$ cat src/rtl/usb_ctrl_seq.sv
// usb_ctrl_seq: endpoint-0 control-transfer sequencer (SETUP parser, descriptor ROM, address/config commit).
// Optional feature macro: USB_CTRL_GET_STATUS_EN answers GET_STATUS with two zero bytes instead of STALL.
module usb_ctrl_seq #(
  parameter logic [15:0] VID = 16'h1209,
  parameter logic [15:0] PID = 16'h5bf0
) (
  input  logic       clk_48,
  input  logic       rst_n,
  input  logic       usb_rst,
  input  logic       setup,
  input  logic       rx_strobe,
  input  logic [7:0] data_out,
  input  logic       tx_strobe,
  input  logic       status_ack,
  output logic [7:0] data_in,
  output logic       data_in_valid,
  output logic [1:0] handshake,
  output logic [6:0] dev_addr,
  output logic       configured
);
  typedef enum logic [2:0] {IDLE, SETUP_RX, DECODE, DATA_IN, STATUS, STALL} state_e;

  state_e      state_q, state_d;
  logic        setup_q;
  logic [3:0]  cnt_q, cnt_d;
  logic [7:0]  pkt_q [8];
  logic [7:0]  pkt_d [8];
  logic [5:0]  base_q, base_d;
  logic [4:0]  idx_q, idx_d;
  logic [4:0]  rem_q, rem_d;
  logic        pend_addr_q, pend_addr_d;
  logic [6:0]  pend_val_q, pend_val_d;
  logic [7:0]  data_in_q, data_in_d;
  logic        valid_q, valid_d;
  logic [6:0]  addr_q, addr_d;
  logic        cfg_q, cfg_d;
  logic [5:0]  rom_addr;
  logic [7:0]  rom_byte;
  logic [15:0] w_length;
  logic [4:0]  desc_len;
  logic        setup_rise;

  assign setup_rise    = setup && !setup_q;
  assign w_length      = {pkt_q[7], pkt_q[6]};
  assign rom_addr      = base_q + 6'(idx_q);
  assign data_in       = data_in_q;
  assign data_in_valid = valid_q;
  assign dev_addr      = addr_q;
  assign configured    = cfg_q;
  assign handshake     = (state_q == STALL) ? 2'b11 : 2'b01;

  // Device descriptor at 0, config+interface at 18, GET_STATUS zeros at 36.
  always_comb begin
    case (rom_addr)
      6'd0:  rom_byte = 8'd18;
      6'd1:  rom_byte = 8'd1;
      6'd3:  rom_byte = 8'h02;
      6'd4:  rom_byte = 8'hFF;
      6'd7:  rom_byte = 8'd64;
      6'd8:  rom_byte = VID[7:0];
      6'd9:  rom_byte = VID[15:8];
      6'd10: rom_byte = PID[7:0];
      6'd11: rom_byte = PID[15:8];
      6'd13: rom_byte = 8'd1;
      6'd17: rom_byte = 8'd1;
      6'd18: rom_byte = 8'd9;
      6'd19: rom_byte = 8'd2;
      6'd20: rom_byte = 8'd18;
      6'd22: rom_byte = 8'd1;
      6'd23: rom_byte = 8'd1;
      6'd25: rom_byte = 8'h80;
      6'd26: rom_byte = 8'd50;
      6'd27: rom_byte = 8'd9;
      6'd28: rom_byte = 8'd4;
      6'd32: rom_byte = 8'hFF;
      default: rom_byte = 8'h00;
    endcase
  end

  always_comb begin
    state_d     = state_q;
    cnt_d       = cnt_q;
    pkt_d       = pkt_q;
    base_d      = base_q;
    idx_d       = idx_q;
    rem_d       = rem_q;
    pend_addr_d = pend_addr_q;
    pend_val_d  = pend_val_q;
    data_in_d   = data_in_q;
    valid_d     = 1'b0;
    addr_d      = addr_q;
    cfg_d       = cfg_q;
    desc_len    = '0;
    if (setup_rise || (state_q == IDLE && setup)) begin
      state_d = SETUP_RX;
      cnt_d   = '0;
    end else begin
      unique case (state_q)
        IDLE: ;
        SETUP_RX: begin
          if (!setup) begin
            state_d = IDLE;
          end else if (rx_strobe) begin
            pkt_d[cnt_q[2:0]] = data_out;
            cnt_d = cnt_q + 4'd1;
            if (cnt_q == 4'd7) state_d = DECODE;
          end
        end
        DECODE: begin
          state_d = STALL;
          idx_d   = '0;
          if (pkt_q[0] == 8'h80 && pkt_q[1] == 8'h06 && pkt_q[3] == 8'h01) begin
            base_d = 6'd0; desc_len = 5'd18; state_d = DATA_IN;
          end else if (pkt_q[0] == 8'h80 && pkt_q[1] == 8'h06 && pkt_q[3] == 8'h02) begin
            base_d = 6'd18; desc_len = 5'd18; state_d = DATA_IN;
`ifdef USB_CTRL_GET_STATUS_EN
          end else if ((pkt_q[0] inside {8'h80, 8'h81, 8'h82}) && pkt_q[1] == 8'h00) begin
            base_d = 6'd36; desc_len = 5'd2; state_d = DATA_IN;
`endif
          end else if (pkt_q[0] == 8'h00 && pkt_q[1] == 8'h05) begin
            pend_addr_d = 1'b1; pend_val_d = pkt_q[2][6:0]; state_d = STATUS;
          end else if (pkt_q[0] == 8'h00 && pkt_q[1] == 8'h09 && pkt_q[2][7:1] == 7'd0) begin
            pend_addr_d = 1'b0; pend_val_d = {6'd0, pkt_q[2][0]}; state_d = STATUS;
          end
          rem_d = (w_length < {11'd0, desc_len}) ? w_length[4:0] : desc_len;
        end
        DATA_IN: begin
          if (tx_strobe && !rx_strobe && rem_q != 5'd0) begin
            data_in_d = rom_byte;
            valid_d   = 1'b1;
            idx_d     = idx_q + 5'd1;
            rem_d     = rem_q - 5'd1;
          end
          if (status_ack) state_d = IDLE;
        end
        STATUS: begin
          if (status_ack) begin
            if (pend_addr_q) addr_d = pend_val_q;
            else             cfg_d  = pend_val_q[0];
            state_d = IDLE;
          end
        end
        STALL: ;
        default: state_d = IDLE;
      endcase
    end
  end

  always_ff @(posedge clk_48) begin
    if (!rst_n || usb_rst) begin
      state_q     <= IDLE;
      setup_q     <= 1'b0;
      cnt_q       <= '0;
      pkt_q       <= '{default: '0};
      base_q      <= '0;
      idx_q       <= '0;
      rem_q       <= '0;
      pend_addr_q <= 1'b0;
      pend_val_q  <= '0;
      data_in_q   <= '0;
      valid_q     <= 1'b0;
      addr_q      <= '0;
      cfg_q       <= 1'b0;
    end else begin
      state_q     <= state_d;
      setup_q     <= setup;
      cnt_q       <= cnt_d;
      pkt_q       <= pkt_d;
      base_q      <= base_d;
      idx_q       <= idx_d;
      rem_q       <= rem_d;
      pend_addr_q <= pend_addr_d;
      pend_val_q  <= pend_val_d;
      data_in_q   <= data_in_d;
      valid_q     <= valid_d;
      addr_q      <= addr_d;
      cfg_q       <= cfg_d;
    end
  end
endmodule

$ cat config.mk
export PLATFORM = sky130hd
export DESIGN_NAME = usb_ctrl_seq
export DESIGN_NICKNAME = d
export VERILOG_FILES = /design/src/rtl/usb_ctrl_seq.sv
export SDC_FILE = /design/constraint.sdc
export NUM_CORES = 1
export LEC_CHECK = 0
export CORE_ASPECT_RATIO = 1.25
export CORE_MARGIN = 8
export CORE_UTILIZATION = 40
export DETAILED_ROUTE_END_ITERATION = 12
export PLACE_DENSITY = 0.61
export SYNTH_ARGS = -nofsm -noshare
export SYNTH_HDL_FRONTEND = slang
export SYNTH_SLANG_ARGS = --single-unit
$ cat constraint.sdc
create_clock -name clk_48 -period 1.8 [get_ports clk_48]
set_input_delay 0.54 -clock clk_48 [delete_from_list [all_inputs] [get_ports clk_48]]
set_output_delay 0.54 -clock clk_48 [all_outputs]
set_load 0.005 [all_outputs]
==> metrics.log, run 1 <==
[metrics] gate count of the mapped netlist: 487
[metrics] share of Yosys cell area claimed by the top area cell type: 42.9%
[metrics] residual overflow from global routing: 0
[metrics] number of synthesized register bits: 92
[metrics] count of H-tree levels built during CTS: 3
[metrics] run status: complete, but fails checks
[metrics] largest net degree at the start of global routing: 43
[metrics] setup tns final: -0.0529 ns
[metrics] Buffers on Ports: 32
[metrics] total number of yosys warnings: 0
[metrics] clock network latency to the later pin of the worst-skew pair: 0.34 ns
[metrics] worst hold margin: 0.474 ns
[metrics] count of different cell masters after synthesis: 59
[metrics] cell accounting for the most synthesized area: sky130_fd_sc_hd__dfxtp_1
[metrics] top cells by area, synth: sky130_fd_sc_hd__dfxtp_1, sky130_fd_sc_hd__mux2i_1, sky130_fd_sc_hd__nor2_1, sky130_fd_sc_hd__a21oi_1, sky130_fd_sc_hd__o21ai_0
[metrics] net count after synthesis: 513
[metrics] portion of the clock cycle consumed by the worst path in the final layout: 101%
[metrics] GR Layer Usage met1: 16.7%
[metrics] combinational group share of total power: 4.6%
[metrics] cell row count: 42
[metrics] r2r startpoint: pkt_q[56]$_SDFFE_PP0P_
[metrics] maximum fanout along the worst path: 7
[metrics] static leakage: 0.00236 uW
[metrics] Crit path required time: 2.03 ns
[metrics] CTS tree: done
[metrics] hold path start: pkt_q[55]$_SDFFE_PP0P_
[metrics] final clock skew: 0.00508 ns
[metrics] net switching power: 921 uW
[metrics] violations in the final reports: setup timing
[metrics] height of the die: 132 um
[metrics] Total Wirelength: 11.0 mm
[metrics] commonest cells in the netlist: sky130_fd_sc_hd__dfxtp_1, sky130_fd_sc_hd__nor2_1, sky130_fd_sc_hd__nand2_1, sky130_fd_sc_hd__mux2i_1, sky130_fd_sc_hd__a21oi_1
[metrics] total track usage: 15.6%
[metrics] total setup violations reported at the end of the flow: 7
[metrics] RSZ-0062 raised after global routing: true
[metrics] WL/cell: 15.0 um
[metrics] fin crit period: 1.81 ns
[metrics] sequential power share: 49.1%
[metrics] endpoint of the worst hold-timing path: pkt_q[55]$_SDFFE_PP0P_
[metrics] antenna violations before repair: 0
[metrics] clock-pin slew on the worst setup and hold paths: 0.07 ns
[metrics] Max-Cap Viols: 0
[metrics] Avg Vias per Cell: 5.31
[metrics] core area: 10500 sq um
[metrics] DRT Pass-1 Iters: 4
[metrics] clock sink count: 92
[metrics] share of async-settable or async-resettable flops after synthesis: 0%
[metrics] DP HPWL: 8.15 mm
[metrics] placer's final routability congestion estimate: 0.820
[metrics] number of global-route vias before repair: 3845
[metrics] EDFF count, synth: 0
[metrics] CP Capture Type: flop
[metrics] worst-case vdd ir drop: 0.000784 V
[metrics] switching part of the total power: 22.2%
[metrics] antenna cell count: 0
[metrics] die outline width: 109 um
[metrics] setup slack, reg-to-reg: -0.01 ns
[metrics] final net count: 623
[metrics] worst hold path depth: 2
[metrics] area overhead of the layout relative to synthesis: 38.5%
[metrics] most used standard cell by instance count after synthesis: sky130_fd_sc_hd__dfxtp_1
[metrics] Post-synth top flop: sky130_fd_sc_hd__dfxtp_1
[metrics] initial DRC count: 156
[metrics] fraction of power consumed by the clock network: 46.3%
[metrics] post-synthesis average cell area: 8.83 sq um
[metrics] total number of vias: 3892
[metrics] synthesized cell area: 4300 sq um
[metrics] Clk Tree Root Cell: sky130_fd_sc_hd__clkbuf_16
[metrics] maximum clock insertion buffer count: 2
[metrics] cell internal power dissipation: 3230 uW
[metrics] data arrival at the endpoint of the critical path: 2.04 ns
[metrics] final routed DRC violation total: 0
[metrics] GRT met3 Usage: 3.67%
[metrics] r2r worst-path depth: 5
[metrics] busiest layer in global routing: met2
[metrics] met2 Track Usage GR: 28.5%
[metrics] initial core utilization: 40.9%
[metrics] part of the Yosys area used for sequential elements: 42.9%
[metrics] post-cts hold buffer count: 0
[metrics] global-route wire length before repair: 18.2 mm
[metrics] kind of critical path: flop to flop
[metrics] Worst Hold Class: flop to flop
[metrics] max-slew violations: 0
[metrics] layout cells sized above 1: 25.6%
[metrics] power density over the cells: 698 nW/um^2
[metrics] Highest Clock Rate: 551 MHz
[metrics] slack of the critical path: -0.0138 ns
[metrics] cts bufs inserted: 9
[metrics] I/O pin cnt: 34
[metrics] reg-to-reg critical path endpoint: pend_val_q[5]$_SDFFE_PP0P_
[metrics] die area: 14300 sq um
[metrics] remaining antenna violation count after routing: 0
[metrics] Hold Vio Cnt, Final: 0
[metrics] crit start category: flop
repair_timing:
item,CTS,global route
pin swaps,6,14
resized for setup,32,25
endpoints found under the setup margin,74,41
cloned,0,0
buffers inserted,6,3
how the worst max path moves through the flow:
stage                                       start                    endpoint  slack, ns  cells after the start
after floorplan            base_q[1]$_SDFFE_PP0P_     data_in[0]$_SDFFE_PP0P_      -0.03                      8
after global placement                      setup      pkt_q[46]$_SDFFE_PP0P_      -0.53                      7
after detailed placement                    setup  pend_val_q[4]$_SDFFE_PP0P_      -0.55                      7
after CTS                 state_q[2]$_SDFFE_PP0P_     data_in[3]$_SDFFE_PP0P_      -0.02                      8
after global routing       pkt_q[57]$_SDFFE_PP0P_  pend_val_q[5]$_SDFFE_PP0P_      -0.07                      5
final                      pkt_q[56]$_SDFFE_PP0P_  pend_val_q[5]$_SDFFE_PP0P_      -0.01                      5
power groups by stage:
stage / combinational, uW / clock [uW] / sequential, uW
3_3_place_gp: 177 / 0 / 2090
4_1_cts: 186 / 1960 / 2040
3_5_place_dp: 179 / 0 / 2090
6_report: 190 / 1920 / 2040
2_1_floorplan: 71.1 / 0 / 2090
5_1_grt: 204 / 2040 / 2040
cell usage in the layout (no fill, tap or decap), types with 4 or more instances in the layout:
master	n
sky130_fd_sc_hd__nor4_1	5
sky130_fd_sc_hd__buf_6	9
sky130_fd_sc_hd__nor3_1	7
sky130_fd_sc_hd__o21ai_0	33
sky130_fd_sc_hd__mux2i_1	40
sky130_fd_sc_hd__clkbuf_16	9
sky130_fd_sc_hd__a22o_1	6
sky130_fd_sc_hd__o211ai_1	5
sky130_fd_sc_hd__a31oi_1	4
sky130_fd_sc_hd__nand4_1	10
sky130_fd_sc_hd__a21oi_1	35
sky130_fd_sc_hd__buf_4	81
sky130_fd_sc_hd__clkdlybuf4s50_1	29
sky130_fd_sc_hd__xor2_1	8
sky130_fd_sc_hd__nand2_1	42
sky130_fd_sc_hd__o21ai_1	9
sky130_fd_sc_hd__dfxtp_1	87
sky130_fd_sc_hd__nor2_1	50
sky130_fd_sc_hd__ha_1	8
sky130_fd_sc_hd__nand3_1	17
sky130_fd_sc_hd__and2_1	8
sky130_fd_sc_hd__nand2b_1	8
sky130_fd_sc_hd__nor4_4	4
sky130_fd_sc_hd__inv_1	6
through the flow:
step	area, sq um	utilization, %	std cells	setup WS, ns	power (uW)
after floorplan	4320	-	487	-0.0337	2160
after global placement	5360	51.0	709	-0.529	2270
after detailed placement	5360	51.0	709	-0.551	2270
after CTS	5820	55.4	730	-0.0197	4190
after global routing	5950	56.7	733	-0.0736	4280
final	5950	56.7	733	-0.0138	4150
registers in the layout, indices dropped and copies added (netlist names):
name / count
data_in: 8
cnt_q: 4
data_in_valid: 1
pend_val_q: 7
pend_addr_q: 1
state_q: 3
idx_q: 5
base_q: 1
setup_q: 1
dev_addr: 7
configured: 1
pkt_q: 48
rem_q: 5
metal layers:
metal | vias to the layer above | part of all wire, %
li1 | 1957 | -
met3 | 16 | 3.5
met5 | - | 0
met4 | 0 | 1.8
met2 | 54 | 54
met1 | 1865 | 41
critical path, cell delays in order, from the launching register on:
cell and delay [ns]:
sky130_fd_sc_hd__dfxtp_1 0.32, sky130_fd_sc_hd__nor4_2 0.33, sky130_fd_sc_hd__nand4_1 0.25, sky130_fd_sc_hd__or3_4 0.39, sky130_fd_sc_hd__and2_4 0.19, sky130_fd_sc_hd__a22o_1 0.23
final cells by class:
class / count / area [sq um]
Clock inverter: 5 / 60.1
Timing Repair Buffer: 125 / 1090
Multi-Input combinational cell: 363 / 2520
Tap cell: 132 / 165
Fill cell: 979 / 4560
Inverter: 6 / 22.5
Clock buffer: 10 / 239
Sequential cell: 92 / 1860
logic make-up after synthesis:
logic type,count (synthesis),synth area share [%]
compound gates,111,15.3
xor+xnor,13,2.82
fa+ha+maj,11,3.20
buf+inv,32,3.09
flops,92,42.9
mux,41,9.84
other cells,1,0.0873
simple gates,186,22.8
(Power assumes the default switching activity.)
==> inputs of run 2 (changes only) <==
--- a/config.mk
+++ b/config.mk
@@ -13,3 +13,4 @@
 export SYNTH_ARGS = -nofsm -noshare
 export SYNTH_HDL_FRONTEND = slang
 export SYNTH_SLANG_ARGS = --single-unit
+export TNS_END_PERCENT = 20
==> run 2 against run 1 <==
Effect of this change:
- the flow now finishes without violations
- hold slack got worse by 0.0083 ns
- clock power fell by 4%
- routed wire length rose by 0.19%
- clock skew rose by 0.0021 ns
- combinational power fell by 4%
- final area fell by 1.4%
- cell count fell by 0.95%
- flip-flop and latch count did not move
==> metrics.log, run 2 (synthesis gave the netlist of run 1 again) <==
[metrics] number of global-route vias before repair: 3872
[metrics] final routed DRC violation total: 0
[metrics] Highest Clock Rate: 560 MHz
[metrics] fin crit period: 1.78 ns
[metrics] area overhead of the layout relative to synthesis: 36.7%
[metrics] leading cell types in the layout, fill and taps excluded: sky130_fd_sc_hd__dfxtp_1, sky130_fd_sc_hd__buf_4, sky130_fd_sc_hd__nor2_1
[metrics] CP Capture Type: flop
[metrics] core area: 10500 sq um
[metrics] WL/cell: 15.2 um
[metrics] Worst Hold Class: flop to flop
[metrics] initial core utilization: 40.9%
[metrics] total track usage: 16.0%
[metrics] delay of the slowest cell on the worst path: 0.34 ns
[metrics] kind of critical path: flop to flop
[metrics] largest net degree at the start of global routing: 42
[metrics] remaining antenna violation count after routing: 0
[metrics] data arrival at the endpoint of the critical path: 2.01 ns
[metrics] residual overflow from global routing: 0
[metrics] source of the critical timing path: state_q[2]$_SDFFE_PP0P_
[metrics] global-route wire length before repair: 18.6 mm
[metrics] Design Area, Final: 5870 sq um
[metrics] total setup violations reported at the end of the flow: 0
[metrics] setup slack, reg-to-reg: 0.02 ns
[metrics] series of cell instances along the critical path: buf_6 > buf_6 > nand3b_1 > nor4_2 > buf_4 > a21boi_4 > o21ai_1 > o221a_2
[metrics] dominant cell type by count on the critical path: sky130_fd_sc_hd__buf_6
[metrics] most frequent standard cell in the layout excluding fill and tap cells: sky130_fd_sc_hd__dfxtp_1
[metrics] Total Wirelength: 11.0 mm
[metrics] portion of the clock cycle consumed by the worst path in the final layout: 99.1%
[metrics] non-filler cells, final: 726
[metrics] antenna violations before repair: 0
[metrics] Clk Tree Root Cell: sky130_fd_sc_hd__clkbuf_16
[metrics] total number of vias: 3846
[metrics] cell row count: 42
[metrics] die area: 14300 sq um
[metrics] max-slew violations: 0
[metrics] clock network latency to the later pin of the worst-skew pair: 0.34 ns
[metrics] I/O pin cnt: 34
[metrics] cell area after placement: 5300 sq um
[metrics] Avg Vias per Cell: 5.30
[metrics] endpoint of the most critical setup path: data_in[3]$_SDFFE_PP0P_
[metrics] final standard cell utilization of the core: 55.9%
[metrics] final net count: 615
[metrics] Crit path required time: 2.03 ns
[metrics] run status: finished, final reports clean
[metrics] cts bufs inserted: 9
[metrics] clock-pin slew on the worst setup and hold paths: 0.07 ns
[metrics] Max stage delay cell, worst path: sky130_fd_sc_hd__dfxtp_4
[metrics] layout cells sized above 1: 24.7%
[metrics] reg-to-reg critical path endpoint: data_in[3]$_SDFFE_PP0P_
[metrics] maximum fanout along the worst path: 5
[metrics] placer's final routability congestion estimate: 0.869
[metrics] initial DRC count: 153
[metrics] crit start category: flop
[metrics] Top reg by flops: pkt_q
[metrics] category of cells accounting for the largest share of critical-path delay: compound AO/OA/AOI/OAI gates
[metrics] static leakage: 0.00229 uW
[metrics] die outline width: 109 um
[metrics] max reg flops: 48
[metrics] maximum clock insertion buffer count: 2
[metrics] worst hold path depth: 2
[metrics] power density over the cells: 694 nW/um^2
[metrics] r2r worst-path depth: 8
[metrics] Max-Cap Viols: 0
[metrics] buffering stage count on the worst path with inverters included: 3
[metrics] RSZ-0062 raised after global routing: true
[metrics] height of the die: 132 um
[metrics] DP HPWL: 8.10 mm
[metrics] path length in cells of the critical path: 8
[metrics] clock sink count: 92
[metrics] count of H-tree levels built during CTS: 3
[metrics] Hold Vio Cnt, Final: 0
[metrics] r2r startpoint: state_q[2]$_SDFFE_PP0P_
[metrics] antenna cell count: 0
[metrics] Buffers on Ports: 32
[metrics] DP Cell Count: 700
[metrics] DRT Pass-1 Iters: 4
[metrics] worst-case vdd ir drop: 0.000445 V
[metrics] final clock skew: 0.00717 ns
[metrics] CTS tree: done
-- run 2: worst min path at each step --
stage / from / endpoint / slack, ns
5_1_grt: pkt_q[49]$_SDFFE_PP0P_ / pkt_q[49]$_SDFFE_PP0P_ / 0.49
3_3_place_gp: pkt_q[54]$_SDFFE_PP0P_ / pkt_q[54]$_SDFFE_PP0P_ / 0.45
6_report: pkt_q[49]$_SDFFE_PP0P_ / pkt_q[49]$_SDFFE_PP0P_ / 0.47
2_1_floorplan: pkt_q[48]$_SDFFE_PP0P_ / pkt_q[48]$_SDFFE_PP0P_ / 0.43
3_5_place_dp: pkt_q[54]$_SDFFE_PP0P_ / pkt_q[54]$_SDFFE_PP0P_ / 0.45
4_1_cts: pkt_q[54]$_SDFFE_PP0P_ / pkt_q[54]$_SDFFE_PP0P_ / 0.46
-- run 2: layout make-up --
class / instances / area [sq um]
Fill cell: 982 / 4640
Multi-Input combinational cell: 363 / 2490
Clock buffer: 12 / 267
Sequential cell: 92 / 1860
Inverter: 6 / 22.5
Timing Repair Buffer: 117 / 1040
Clock inverter: 4 / 31.3
Tap cell: 132 / 165
-- run 2: power by group --
part           switching, uW  internal (uW)
clock network            796           1060
registers               5.63           2030
logic                    104           79.2
-- run 2: repair_timing --
action / 4_1_cts / 5_1_grt
buffers inserted: 8 / 2
hold buffers: 0 / 0
gates resized for setup: 27 / 27
pin swaps: 7 / 16
setup endpoints to repair: 68 / 71
-- run 2: routing by layer --
layer / wire length (um) / part of all wire (%) / global-route usage, % / vias to the layer above
li1: - / - / - / 1941
met1: 4420 / 40 / 18.1 / 1826
met2: 6010 / 54 / 28.4 / 62
met3: 396 / 3.6 / 2.50 / 17
met4: 211 / 1.9 / 6.94 / 0
met5: 0 / 0 / 0 / -
-- run 2: through the flow --
| stage | hold slack, ns | total power, uW | setup TNS, ns | setup WS [ns] |
|---|---|---|---|---|
| finish | 0.466 | 4080 | 0 | 0.0156 |
| detailed placement | 0.455 | 2270 | -33.70 | -0.519 |
| global placement | 0.447 | 2260 | -33.13 | -0.507 |
| CTS | 0.464 | 4120 | -0.000916 | -0.000916 |
| floorplan | 0.432 | 2160 | -0.600 | -0.0341 |
| global route | 0.494 | 4230 | -0.700 | -0.0623 |
-- run 2: worst register-to-register path: stages, from the launching register on --
cell and delay (ns):
sky130_fd_sc_hd__dfxtp_4 0.34, sky130_fd_sc_hd__buf_6 0.12, sky130_fd_sc_hd__buf_6 0.11, sky130_fd_sc_hd__nand3b_1 0.18
sky130_fd_sc_hd__nor4_2 0.28, sky130_fd_sc_hd__buf_4 0.16, sky130_fd_sc_hd__a21boi_4 0.18, sky130_fd_sc_hd__o21ai_1 0.08
sky130_fd_sc_hd__o221a_2 0.22
